`config.mk`:
```
export PLATFORM = sky130hd
export DESIGN_NAME = decode_stage
export DESIGN_NICKNAME = d
export VERILOG_FILES = /design/src/rtl/rv32i_pkg.sv /design/src/rtl/imm_gen.sv /design/src/rtl/decode_stage.sv
export SDC_FILE = /design/constraint.sdc
export NUM_CORES = 1
export LEC_CHECK = 0
export ABC_AREA = 0
export BUFFER_PORTS_ARGS = -buffer_cell sky130_fd_sc_hd__buf_2
export CAP_MARGIN = 25
export CORE_AREA = 5 5 169 106
export DETAILED_ROUTE_END_ITERATION = 6
export DIE_AREA = 0 0 174 111
export PLACE_DENSITY_LB_ADDON = 0.3
export SLEW_MARGIN = 20
export SYNTH_ARGS = -nofsm -noshare
export SYNTH_HDL_FRONTEND = slang
export SYNTH_SLANG_ARGS = --single-unit
export TNS_END_PERCENT = 1
```
`constraint.sdc`:
```
create_clock -name Clock -period 11.3 [get_ports Clock]
set_clock_uncertainty 0.2 [all_clocks]
set_input_delay 1.13 -clock Clock [delete_from_list [all_inputs] [get_ports Clock]]
set_output_delay 1.13 -clock Clock [all_outputs]
set_load 0.005 [all_outputs]
```
`src/rtl/rv32i_pkg.sv`:
```
// RV32I decode constants, opcode class enum and the opcode classifier.
package rv32i_pkg;

    localparam int unsigned XLEN_DEFAULT = 32;

    localparam logic [6:0] OPC_LUI    = 7'b0110111;
    localparam logic [6:0] OPC_AUIPC  = 7'b0010111;
    localparam logic [6:0] OPC_JAL    = 7'b1101111;
    localparam logic [6:0] OPC_JALR   = 7'b1100111;
    localparam logic [6:0] OPC_BRANCH = 7'b1100011;
    localparam logic [6:0] OPC_LOAD   = 7'b0000011;
    localparam logic [6:0] OPC_STORE  = 7'b0100011;
    localparam logic [6:0] OPC_OP_IMM = 7'b0010011;
    localparam logic [6:0] OPC_OP     = 7'b0110011;
    localparam logic [6:0] OPC_FENCE  = 7'b0001111;
    localparam logic [6:0] OPC_SYSTEM = 7'b1110011;

    typedef enum logic [3:0] {
        CLASS_NONE   = 4'd0,
        CLASS_LUI    = 4'd1,
        CLASS_AUIPC  = 4'd2,
        CLASS_JAL    = 4'd3,
        CLASS_JALR   = 4'd4,
        CLASS_BRANCH = 4'd5,
        CLASS_LOAD   = 4'd6,
        CLASS_STORE  = 4'd7,
        CLASS_OP_IMM = 4'd8,
        CLASS_OP     = 4'd9,
        CLASS_FENCE  = 4'd10,
        CLASS_SYSTEM = 4'd11
    } id_class_e;

    // Unrecognised opcodes map to CLASS_NONE, which callers treat as illegal.
    function automatic id_class_e opcode_class(input logic [6:0] opc);
        case (opc)
            OPC_LUI:    return CLASS_LUI;
            OPC_AUIPC:  return CLASS_AUIPC;
            OPC_JAL:    return CLASS_JAL;
            OPC_JALR:   return CLASS_JALR;
            OPC_BRANCH: return CLASS_BRANCH;
            OPC_LOAD:   return CLASS_LOAD;
            OPC_STORE:  return CLASS_STORE;
            OPC_OP_IMM: return CLASS_OP_IMM;
            OPC_OP:     return CLASS_OP;
            OPC_FENCE:  return CLASS_FENCE;
            OPC_SYSTEM: return CLASS_SYSTEM;
            default:    return CLASS_NONE;
        endcase
    endfunction

endpackage

```
`src/rtl/imm_gen.sv`:
```
// Combinational RV32I immediate generator: picks the I/S/B/U/J format from the opcode.
module imm_gen
    import rv32i_pkg::*;
#(
    parameter int unsigned XLEN = XLEN_DEFAULT
) (
    input  logic [31:0]     instr,
    output logic [XLEN-1:0] imm
);

    logic [30:0] low;
    logic        sign;

    // Build the low 31 bits per format; formats without an immediate yield zero with no sign.
    always_comb begin
        low  = '0;
        sign = 1'b0;
        case (opcode_class(instr[6:0]))
            CLASS_JALR, CLASS_LOAD, CLASS_OP_IMM, CLASS_SYSTEM: begin
                low  = {{20{instr[31]}}, instr[30:20]};
                sign = instr[31];
            end
            CLASS_STORE: begin
                low  = {{20{instr[31]}}, instr[30:25], instr[11:7]};
                sign = instr[31];
            end
            CLASS_BRANCH: begin
                low  = {{19{instr[31]}}, instr[7], instr[30:25], instr[11:8], 1'b0};
                sign = instr[31];
            end
            CLASS_LUI, CLASS_AUIPC: begin
                low  = {instr[30:12], 12'b0};
                sign = instr[31];
            end
            CLASS_JAL: begin
                low  = {{11{instr[31]}}, instr[19:12], instr[20], instr[30:21], 1'b0};
                sign = instr[31];
            end
            default: ;
        endcase
    end

    assign imm = {{(XLEN - 31){sign}}, low};

endmodule

```
`src/rtl/decode_stage.sv`:
```
// RV32I decode stage: register-file addressing, write-back bypass, load-use stall,
// immediate/class decode and the ID/EX pipeline register with valid/ready handshake.
module decode_stage
    import rv32i_pkg::*;
#(
    parameter int unsigned XLEN  = XLEN_DEFAULT,
    parameter int unsigned CNT_W = 16
) (
    input  logic             Clock,
    input  logic             Reset,
    input  logic             If_Valid,
    input  logic [31:0]      If_Instr,
    input  logic [XLEN-1:0]  If_PC,
    output logic             Id_Ready,
    output logic [4:0]       Rf_Read_Reg1,
    output logic [4:0]       Rf_Read_Reg2,
    input  logic [XLEN-1:0]  Rf_Read_Data1,
    input  logic [XLEN-1:0]  Rf_Read_Data2,
    input  logic             Wb_Write,
    input  logic [4:0]       Wb_Reg,
    input  logic [XLEN-1:0]  Wb_Data,
    input  logic             Haz_Load_Valid,
    input  logic [4:0]       Haz_Load_Rd,
    input  logic             Flush,
    input  logic             Ex_Ready,
    output logic             Id_Valid,
    output logic [XLEN-1:0]  Id_PC,
    output logic [XLEN-1:0]  Id_Rs1_Data,
    output logic [XLEN-1:0]  Id_Rs2_Data,
    output logic [XLEN-1:0]  Id_Imm,
    output logic [4:0]       Id_Rd,
    output logic [2:0]       Id_Funct3,
    output logic             Id_Funct7b5,
    output id_class_e        Id_Class,
    output logic             Id_Illegal,
    output logic [CNT_W-1:0] Bubble_Count
);

    logic [4:0]      rs1_addr, rs2_addr;
    id_class_e       instr_class;
    logic            uses_rs1, uses_rs2, writes_rd;
    logic [XLEN-1:0] imm, rs1_data, rs2_data;
    logic            stall, advance;

    logic             valid_q;
    logic [XLEN-1:0]  pc_q, rs1_data_q, rs2_data_q, imm_q;
    logic [4:0]       rd_q;
    logic [2:0]       funct3_q;
    logic             funct7b5_q, illegal_q;
    id_class_e        class_q;
    logic [CNT_W-1:0] bubble_q;

    // x0 reads as zero; a write landing on this edge wins over the stale register-file value.
    function automatic logic [XLEN-1:0] select_operand(
        input logic [4:0]      addr,
        input logic [XLEN-1:0] rf_data,
        input logic            wb_write,
        input logic [4:0]      wb_reg,
        input logic [XLEN-1:0] wb_data
    );
        if (addr == 5'd0) return '0;
        if (wb_write && wb_reg == addr) return wb_data;
        return rf_data;
    endfunction

    assign rs1_addr     = If_Instr[19:15];
    assign rs2_addr     = If_Instr[24:20];
    assign Rf_Read_Reg1 = rs1_addr;
    assign Rf_Read_Reg2 = rs2_addr;

    imm_gen #(
        .XLEN (XLEN)
    ) u_imm_gen (
        .instr (If_Instr),
        .imm   (imm)
    );

    // Classify the opcode and derive which register fields are live.
    always_comb begin
        instr_class = opcode_class(If_Instr[6:0]);
        uses_rs1    = 1'b0;
        uses_rs2    = 1'b0;
        writes_rd   = 1'b0;
        case (instr_class)
            CLASS_LUI, CLASS_AUIPC, CLASS_JAL, CLASS_SYSTEM: writes_rd = 1'b1;
            CLASS_JALR, CLASS_LOAD, CLASS_OP_IMM: begin
                uses_rs1  = 1'b1;
                writes_rd = 1'b1;
            end
            CLASS_BRANCH, CLASS_STORE: begin
                uses_rs1 = 1'b1;
                uses_rs2 = 1'b1;
            end
            CLASS_OP: begin
                uses_rs1  = 1'b1;
                uses_rs2  = 1'b1;
                writes_rd = 1'b1;
            end
            default: ;
        endcase
    end

    assign rs1_data = select_operand(rs1_addr, Rf_Read_Data1, Wb_Write, Wb_Reg, Wb_Data);
    assign rs2_data = select_operand(rs2_addr, Rf_Read_Data2, Wb_Write, Wb_Reg, Wb_Data);

    assign stall = If_Valid && Haz_Load_Valid && (Haz_Load_Rd != 5'd0) &&
                   ((uses_rs1 && rs1_addr == Haz_Load_Rd) ||
                    (uses_rs2 && rs2_addr == Haz_Load_Rd));
    assign advance = !valid_q || Ex_Ready;
    // A flush drops whatever is offered, so the handshake may always complete.
    assign Id_Ready = Flush || (advance && !stall);

    // ID/EX register: flush > bubble > load > drain > hold.
    always_ff @(posedge Clock or posedge Reset) begin
        if (Reset) begin
            valid_q    <= 1'b0;
            pc_q       <= '0;
            rs1_data_q <= '0;
            rs2_data_q <= '0;
            imm_q      <= '0;
            rd_q       <= '0;
            funct3_q   <= '0;
            funct7b5_q <= 1'b0;
            class_q    <= CLASS_NONE;
            illegal_q  <= 1'b0;
            bubble_q   <= '0;
        end else if (Flush) begin
            valid_q <= 1'b0;
        end else if (advance && stall) begin
            valid_q <= 1'b0;
            if (bubble_q != '1) bubble_q <= bubble_q + CNT_W'(1);
        end else if (advance && If_Valid) begin
            valid_q    <= 1'b1;
            pc_q       <= If_PC;
            rs1_data_q <= rs1_data;
            rs2_data_q <= rs2_data;
            imm_q      <= imm;
            rd_q       <= writes_rd ? If_Instr[11:7] : 5'd0;
            funct3_q   <= If_Instr[14:12];
            funct7b5_q <= If_Instr[30];
            class_q    <= instr_class;
            illegal_q  <= (instr_class == CLASS_NONE);
        end else if (advance) begin
            valid_q <= 1'b0;
        end
    end

    assign Id_Valid     = valid_q;
    assign Id_PC        = pc_q;
    assign Id_Rs1_Data  = rs1_data_q;
    assign Id_Rs2_Data  = rs2_data_q;
    assign Id_Imm       = imm_q;
    assign Id_Rd        = rd_q;
    assign Id_Funct3    = funct3_q;
    assign Id_Funct7b5  = funct7b5_q;
    assign Id_Class     = class_q;
    assign Id_Illegal   = illegal_q;
    assign Bubble_Count = bubble_q;

endmodule

```
* Word-level counts from Yosys, hierarchy flattened
Cells that the tools add are included.
Widths: inputs -> output; s select.
** Cells by class
- Add/subtract/negate cells :: 1
- Equality and inequality tests :: 26
- Mux-type cells :: 25
- Bitwise operators :: 2
- Reductions and logical operators :: 28
** Operators with widths (number)
- $mux 32 :: 8
- $pmux 31 s5 :: 1
- $pmux 4 s11 :: 1
- $eq 7x7->1 const B :: 4
- $eq 7x6->1 const B :: 3
- $eq 5x5->1 :: 4
- $add 16x1->16 const B :: 1
- $eq 4x3->1 const B :: 4
- $ne 16x16->1 const B :: 1
- $eq 7x5->1 const B :: 2
- $mux 1 :: 14
- $eq 4x4->1 const B :: 3
- $logic_and 1x1->1 :: 10
- $logic_not 5->1 :: 2
- $reduce_or 9->1 :: 1
- $eq 4x2->1 const B :: 2
- $reduce_or 8->1 :: 1
- $eq 7x2->1 const B :: 1
- $eq 7x4->1 const B :: 1
- $reduce_and 3->1 :: 2
- $reduce_or 6->1 :: 1
- $mux 5 :: 1
- $reduce_bool 5->1 :: 1
- $eq 4x1->1 const B :: 1
- other kinds (8) :: 12
** Word-level totals
- Bits in registers :: 159
- Bits of input ports :: 177
- Output and inout bits :: 170
- Word-level logic and storage cells :: 93

* Depth between registers and ports, before layout
Gate-level depths: netlist of run 1.
- Depth after elaboration :: 11
- Depth in mapped cells :: 10
- Depth with buffers taken out :: 6

* Cells and area by module
A second synthesis of run 1 with hierarchy kept.
** Unflattened totals
- Cell total of the unflattened synthesis :: 822
- Area, all modules :: 9006.1 sq um
** Modules (own cells, without submodules)
- decode_stage :: instances 1, cells each 720, area each 8326.7 sq um, sequential area each 3978.8 sq um
- imm_gen :: instances 1, cells each 102, area each 679.4 sq um, sequential area each 0.0 sq um

* Least setup slack after synthesis of run 1
Ideal clock, no wire load.
- Path kind :: input to output
- Start :: input If_Instr[3]
- End :: output Id_Ready
- Arrival time :: 2.553 ns
- Path slack :: 7.417 ns
- Cell stages on the path :: 8
- Buffers on the path :: 2
- Cell sequence :: clkbuf_1 -> nand2_1 -> nor2b_1 -> o21ai_1 -> o32ai_2 -> buf_2 -> a21oi_1 -> or2_2
** Between the ends
- Cells in the longest elaborated chain, start to end :: 11
- Elaborated cells between the ends (all ways) :: 29
- Those cells by class :: eq/ne (17); mux (3); reduce/logical (9)
** RTL lines
- start: declaration :: line decode_stage.sv:12 : input logic [31:0] If_Instr,
- $eq 7x7->1, or another cell as far along :: line rv32i_pkg.sv:35 : case (opc)
- $pmux 4 s11 * :: line rv32i_pkg.sv:35
- $eq 4x4->1 or $eq 4x3->1 (tied branches) :: line decode_stage.sv:84 : case (instr_class)
- $reduce_or 6->1 (no line) or $reduce_or 3->1 (tied branches)
- $mux 1 :: line decode_stage.sv:84
- $logic_and 1x1->1 (on tied branches) :: line decode_stage.sv:107, decode_stage.sv:108
- $logic_or 1x1->1 * :: line decode_stage.sv:107 : ((uses_rs1 && rs1_addr == Haz_Load_Rd) ||
- $logic_and 1x1->1 * :: line decode_stage.sv:106 : assign stall = If_Valid && Haz_Load_Valid && (Haz_Load_Rd != 5'd0) &&
- $logic_not 1->1 * :: line decode_stage.sv:111 : assign Id_Ready = Flush || (advance && !stall);
- $logic_and 1x1->1 * :: line decode_stage.sv:111
- $logic_or 1x1->1 * :: line decode_stage.sv:111
- end: declaration :: line decode_stage.sv:14 : output logic Id_Ready,
Mark *: on every way between the ends. The rest lies on a longest branch, timed or not.

* Worst setup path after layout of run 1
- Start :: input If_Instr[2]
- End :: output Id_Ready
Same word-level chain as after synthesis.

==> out/qor.yml, run 1 <==
dieArea_um2: 19310
reg2reg_depth: 6
core-area_um2: 16040
grtUsageTotal_pct: 25.78
floorplan.die.height_um: 111
synth_top_area_share_pct: 50.38
finalCriticalPeriod_ps: 4685
remaining_drc_errors: 0
via_per_inst: 5.729
cts.clk_slew.worst_paths_ps: 70
crit_arrival_ps: 3360
ys_top_cells_by_area: "dfrtp_1 (50%), o21ai_0 (8.8%), mux2i_1 (8.1%), o31ai_1 (6.6%), mux2_2 (4.7%)"
cts.path.max_buffers: 2
outcome: "complete, no violations"
place_congestion: 0.8834
grt_setup_unrepaired: "false"
layout-drive-gt1-share_pct: 41.24
internal_power_uw: 1073
yosysWarnings: 0
slew_headroom_pct: 30.73
min-delay-start: "Id_PC[24]"
worstPathMaxFanout: 53
syn_avg_cell_area_um2: 10.70
hold_class: "reg -> reg"
hold_path_depth: 1
cts_resized: 0
vias: 7218
critical_path_class: "in -> out"
routed_wl_um: 25560
grt_max_degree: 105
seqPwrFrac_pct: 44.8
p_comb_share_pct: 17.2
grt_pass1_vias: 7204
cts_made_buffers: 17
io_pins: 347
cts_sinks: 159
fmax_mhz: 213.4
seq_area_frac_synth_pct: 50.38
synth_most_common_cell: "dfrtp_1"
hpwlAfterDp_um: 18570
ys_ff_latch: 159
report.final.slew_viol_count: 0
ir_drop_mv: 0.09064
nets: 1215
cts-root-buf: "clkbuf_16"
critPathRequiredTime_ps: 9970
power_switching_uw: 408.6
synth_top_area_cell: "dfrtp_1"
reg2reg_from: "Id_Valid"
area_growth_pct: 29.10
ys_top_cells_by_count: "dfrtp_1 (159), o21ai_0 (139), o31ai_1 (69), mux2i_1 (64), clkbuf_1 (40)"
setup_viol: 0
tightest_slew_ps: 1039
min_to: "Id_PC[24]"
overflow: 0
finalHoldViolCount: 0
post_cts_buffers: 0
initial_core_util_pct: 49.25
netlist_instances: 738
regToRegEndpoint: "Id_PC[21]"
dp_slack_ps: 6645
antenna_found_initial: 2
power.density_nw_per_um2: 145.4
hold_buffers: 0
antenna_left: 0
syn_nets: 916
worst_slack_ps: 6615
synthFlopType: "dfrtp_1"
period_share_pct: 41.46
synthArstFlopShare_pct: 100.0
drt_iter0_drc: 706
htree_levels: 4
clockPowerShare_pct: 38.0
maxCapViolCount: 0
synth_cell_types: 47
leakage_uw: 0.004831
r2r_slack_ps: 7570
end_kind: "output pin"
first_pass_iters: 7
clock_latency_ps: 410
switching_share_pct: 27.57
grt_pass1_wl_um: 40380
start_kind: "primary input"
synth_area_um2: 7898
fp-row-count: 36
final.setup.tns_ps: 0
die_w_um: 174
cts_tree: "built"
portBuffers: 346
synth_edf_count: 0
route.detailed.wl_per_inst_um: 20.28
## per-layer routing
| metal | part of all wire [%] | wire length [um] | vias up | GRT usage [%] |
|---|---|---|---|---|
| met5 | 0.078 | 20 | - | 0 |
| met4 | 1.2 | 301 | 2 | 5.271 |
| met3 | 8.6 | 2194 | 28 | 7.635 |
| met2 | 48 | 12320 | 345 | 42.00 |
| met1 | 42 | 10720 | 3532 | 34.50 |
| li1 | - | - | 3311 | - |
## cell families (layout without fill, tap and decap cells)
group | count (synthesis) | count (layout) | share of synthesized area, %
AO/OA/AOI/OAI | 252 | 252 | 19.42
flip-flops | 159 | 159 | 50.38
other | 0 | 1 | 0
adder cells (fa/ha/maj) | 1 | 1 | 0.1584
AND/OR/NAND/NOR | 100 | 100 | 6.907
multiplexers | 105 | 105 | 13.96
XOR/XNOR | 36 | 36 | 3.992
buffers and inverters | 85 | 397 | 5.181
## cell usage in the layout (no fill, tap or decap), drive strengths merged, types with 9 or more instances in the layout
cell    synthesis  routed
inv            10      15
nand2          18      18
clkbuf         40      20
o31ai          69      69
nand3          19      19
and3            9       9
o21ai         140     140
xor2           11      11
mux2i          64      64
nor2           14      14
a21oi          13      13
dfrtp         159     159
buf            35     355
a22oi          16      16
xnor2          25      25
mux2           41      41
## stage by stage
step | instances | hold WS (ps) | power (uW) | util (%) | cell area, um2
6_report | 1260 | 285.8 | 1482 | 63.58 | 10200
5_1_grt | 1260 | 302.3 | 1550 | 63.58 | 10200
3_3_place_gp | 1227 | 270.5 | 922.3 | 59.96 | 9614
2_1_floorplan | 738 | 281.0 | 789.9 | - | 7898
3_5_place_dp | 1227 | 275.4 | 930.8 | 59.96 | 9614
4_1_cts | 1259 | 291.9 | 1495 | 63.57 | 10190
## final cells by class
type                       instances  area [um2]
tap                              209       261.5
inverter                          10       42.54
clock buffer                      20       456.7
timing repair buffer             355        1799
sequential                       159        3979
clock inverter                    12       122.6
fill                            1335        5839
multi-input combinational        494        3532
antenna                            1       2.502
## critical path, cell delays in order
cell,delay (ps)
buf_2,240
nor2b_1,290
nor2b_1,210
o21ai_1,150
o32ai_4,300
buf_4,480
a21oi_1,120
or2_2,280
buf_2,130
## power groups by stage
stage	logic, uW	clock network, uW	registers (uW)
after floorplan	113	0	677
after global placement	252	0	671
after detailed placement	258	0	673
after CTS	258	574	663
after global routing	282	598	671
final	255	564	663
## worst max-delay path by stage
| stage | depth (start not counted) | from | end |
|---|---|---|---|
| finish | 9 | If_Instr[2] | Id_Ready |
| global route | 9 | If_Instr[2] | Id_Ready |
| CTS | 9 | If_Instr[2] | Id_Ready |
| detailed placement | 9 | If_Instr[2] | Id_Ready |
| global placement | 9 | If_Instr[2] | Id_Ready |
| floorplan | 1 | Reset | Bubble_Count[0] |
## state kept, by name, indices dropped and copies added, names as in the netlist
name / cells
Id_Rs2_Data: 32
Id_PC: 32
Id_Valid: 1
Id_Funct7b5: 1
Id_Class: 4
Bubble_Count: 16
Id_Funct3: 3
Id_Rd: 5
Id_Imm: 32
Id_Illegal: 1
Id_Rs1_Data: 32
Note: power is estimated with default switching activity, not from simulation.
==> run 2: changes to the inputs <==
--- a/config.mk
+++ b/config.mk
@@ -8,9 +8,9 @@
 export ABC_AREA = 0
 export BUFFER_PORTS_ARGS = -buffer_cell sky130_fd_sc_hd__buf_2
 export CAP_MARGIN = 25
-export CORE_AREA = 5 5 169 106
+export CORE_AREA = 5 5 172 108
 export DETAILED_ROUTE_END_ITERATION = 6
-export DIE_AREA = 0 0 174 111
+export DIE_AREA = 0 0 177 113
 export PLACE_DENSITY_LB_ADDON = 0.3
 export SLEW_MARGIN = 20
 export SYNTH_ARGS = -nofsm -noshare
==> constraint.sdc (replaced) <==
create_clock -name Clock -period 4.8 [get_ports Clock]
set_clock_uncertainty 0.2 [all_clocks]
set_input_delay 0.48 -clock Clock [delete_from_list [all_inputs] [get_ports Clock]]
set_output_delay 0.48 -clock Clock [all_outputs]
set_load 0.005 [all_outputs]
==> run 2 against run 1 <==
Non-clock buffer count increased by 4. Core utilization down 2.1 points. Sequential share of layout area shrank 0.40 points. Sequential power grew 140%. Combinational power rose by 140%. First-iteration DRC count is 14% lower. Largest power group unchanged. Cell area increased by 1.0%. Clock-buffer cell count is 2 lower. Sequential cell count is the same. Register-to-register slack got worse by 5300 ps. Worst hold slack got worse by 220 ps. Die area up 3.6%.
==> out/qor.yml, run 2 (synthesis results as in run 1) <==
antenna_left: 0
reg2reg_depth: 6
critical_path.max_stage_delay_ps: 360
critical_path_class: "in -> out"
final_cell_mix: "buf_2 (346), dfrtp_1 (159), o21ai_0 (139), o31ai_1 (69), mux2i_1 (64)"
period_share_pct: 62.86
cts.path.max_buffers: 2
crit_path_top_delay_cell: "o32ai_4"
cts-root-buf: "clkbuf_16"
crit_arrival_ps: 2340
core-area_um2: 16760
setup_viol: 0
final.setup.tns_ps: 0
fmax_mhz: 331.4
leakage_uw: 0.004859
final_common_cell: "buf_2"
finalCriticalPeriod_ps: 3017
cts.clk_slew.worst_paths_ps: 70
area_growth_pct: 30.45
end_kind: "output pin"
floorplan.die.height_um: 113
die_w_um: 177
tightest_slew_ps: 1088
cts_sinks: 159
place_congestion: 0.9295
grt_pass1_wl_um: 40600
grtUsageTotal_pct: 25.74
outcome: "complete, no violations"
power_switching_uw: 974.2
cts_tree: "built"
vias: 7269
portBuffers: 346
remaining_drc_errors: 0
slew_headroom_pct: 27.47
nets: 1219
fp-row-count: 37
seqPwrFrac_pct: 44.7
via_per_inst: 5.644
route.detailed.wl_per_inst_um: 20.65
report.final.slew_viol_count: 0
cts_resized: 0
hold_class: "in -> reg"
power.density_nw_per_um2: 338.6
grt_max_degree: 160
clock_latency_ps: 420
cp-startpoint: "If_Instr[2]"
total_power_uw: 3488
initial_core_util_pct: 47.13
ir_drop_mv: 0.1826
antenna_found_initial: 1
min-delay-start: "If_PC[26]"
grt_pass1_vias: 7176
layout-drive-gt1-share_pct: 41.50
first_pass_iters: 5
start_kind: "primary input"
maxCapViolCount: 0
clockPowerShare_pct: 37.9
worst_slack_ps: 1783
dp_slack_ps: 1298
dieArea_um2: 20000
hpwlAfterDp_um: 18890
grt_setup_unrepaired: "false"
critPathRequiredTime_ps: 4120
reg2reg_from: "Id_Valid"
finalHoldViolCount: 0
hold_path_depth: 2
crit_family: "simple AND/OR/NAND/NOR gates"
cts_made_buffers: 17
p_comb_share_pct: 17.4
overflow: 0
post_cts_buffers: 0
crit_buf_inv: 2
worstPathMaxFanout: 16
cp_cell_sequence: "buf_2, nor2b_1, nor2b_1, o21ai_1, o32ai_4, a21oi_1, or2_2, buf_2"
routed_wl_um: 26600
htree_levels: 4
io_pins: 347
drt_iter0_drc: 607
cp.depth: 8
hold_buffers: 0
switching_share_pct: 27.93
internal_power_uw: 2514
-- run 2: final timing paths --
kind | to | slack [ps]
worst max-delay path | Id_Ready | 1780
worst min-delay path | Id_PC[26] | 60
worst max register to register | Id_Imm[6] | 2290
worst min register to register | Id_PC[24] | 290
max in group asynchronous | Id_Rs1_Data[23] | 3650
min in group asynchronous | Id_PC[24] | 90
-- run 2: worst register-to-register path, cell delays in order, from the launching register on --
cell and delay (ps):
dfrtp_1 390, nor2b_1 190, or3_2 510, or2_4 490, buf_12 270, buf_4 180
o21ai_0 190
-- run 2: area by class of cell --
cell class / count / area [um2]
clock buffers: 18 / 439.2
repair buffers: 359 / 1887
fillers: 1463 / 6456
multi-input cells: 494 / 3532
inverters: 10 / 41.29
diodes: 1 / 2.502
clock inverters: 13 / 128.9
flip-flops and latches: 159 / 3979
well taps: 234 / 292.8
-- run 2: metrics by stage --
stage / hold slack [ps] / cell area [um2] / utilization (%) / std cells
final: 62.33 / 10300 / 61.48 / 1288
after global routing: 52.92 / 10300 / 61.48 / 1288
after CTS: 50.12 / 10270 / 61.30 / 1286
after detailed placement: 276.8 / 9704 / 57.91 / 1255
after global placement: 268.4 / 9704 / 57.91 / 1255
after floorplan: 281.0 / 7901 / - / 738
-- run 2: power by group through the flow --
stage	Sequential [uW]	Clock [uW]	Combinational (uW)
final	1560	1320	607
after global routing	1580	1390	672
after CTS	1560	1340	615
after detailed placement	1580	0	613
after global placement	1580	0	603
after floorplan	1590	0	266
-- run 2: metal layers --
metal / GRT usage (%) / part of all wire, % / vias up / routed length, um
li1: - / - / 3317 / -
met1: 34.99 / 41 / 3539 / 11030
met2: 40.67 / 47 / 374 / 12530
met3: 7.179 / 9.3 / 39 / 2463
met4: 7.470 / 2.1 / 0 / 571
met5: 0 / 0 / - / 0
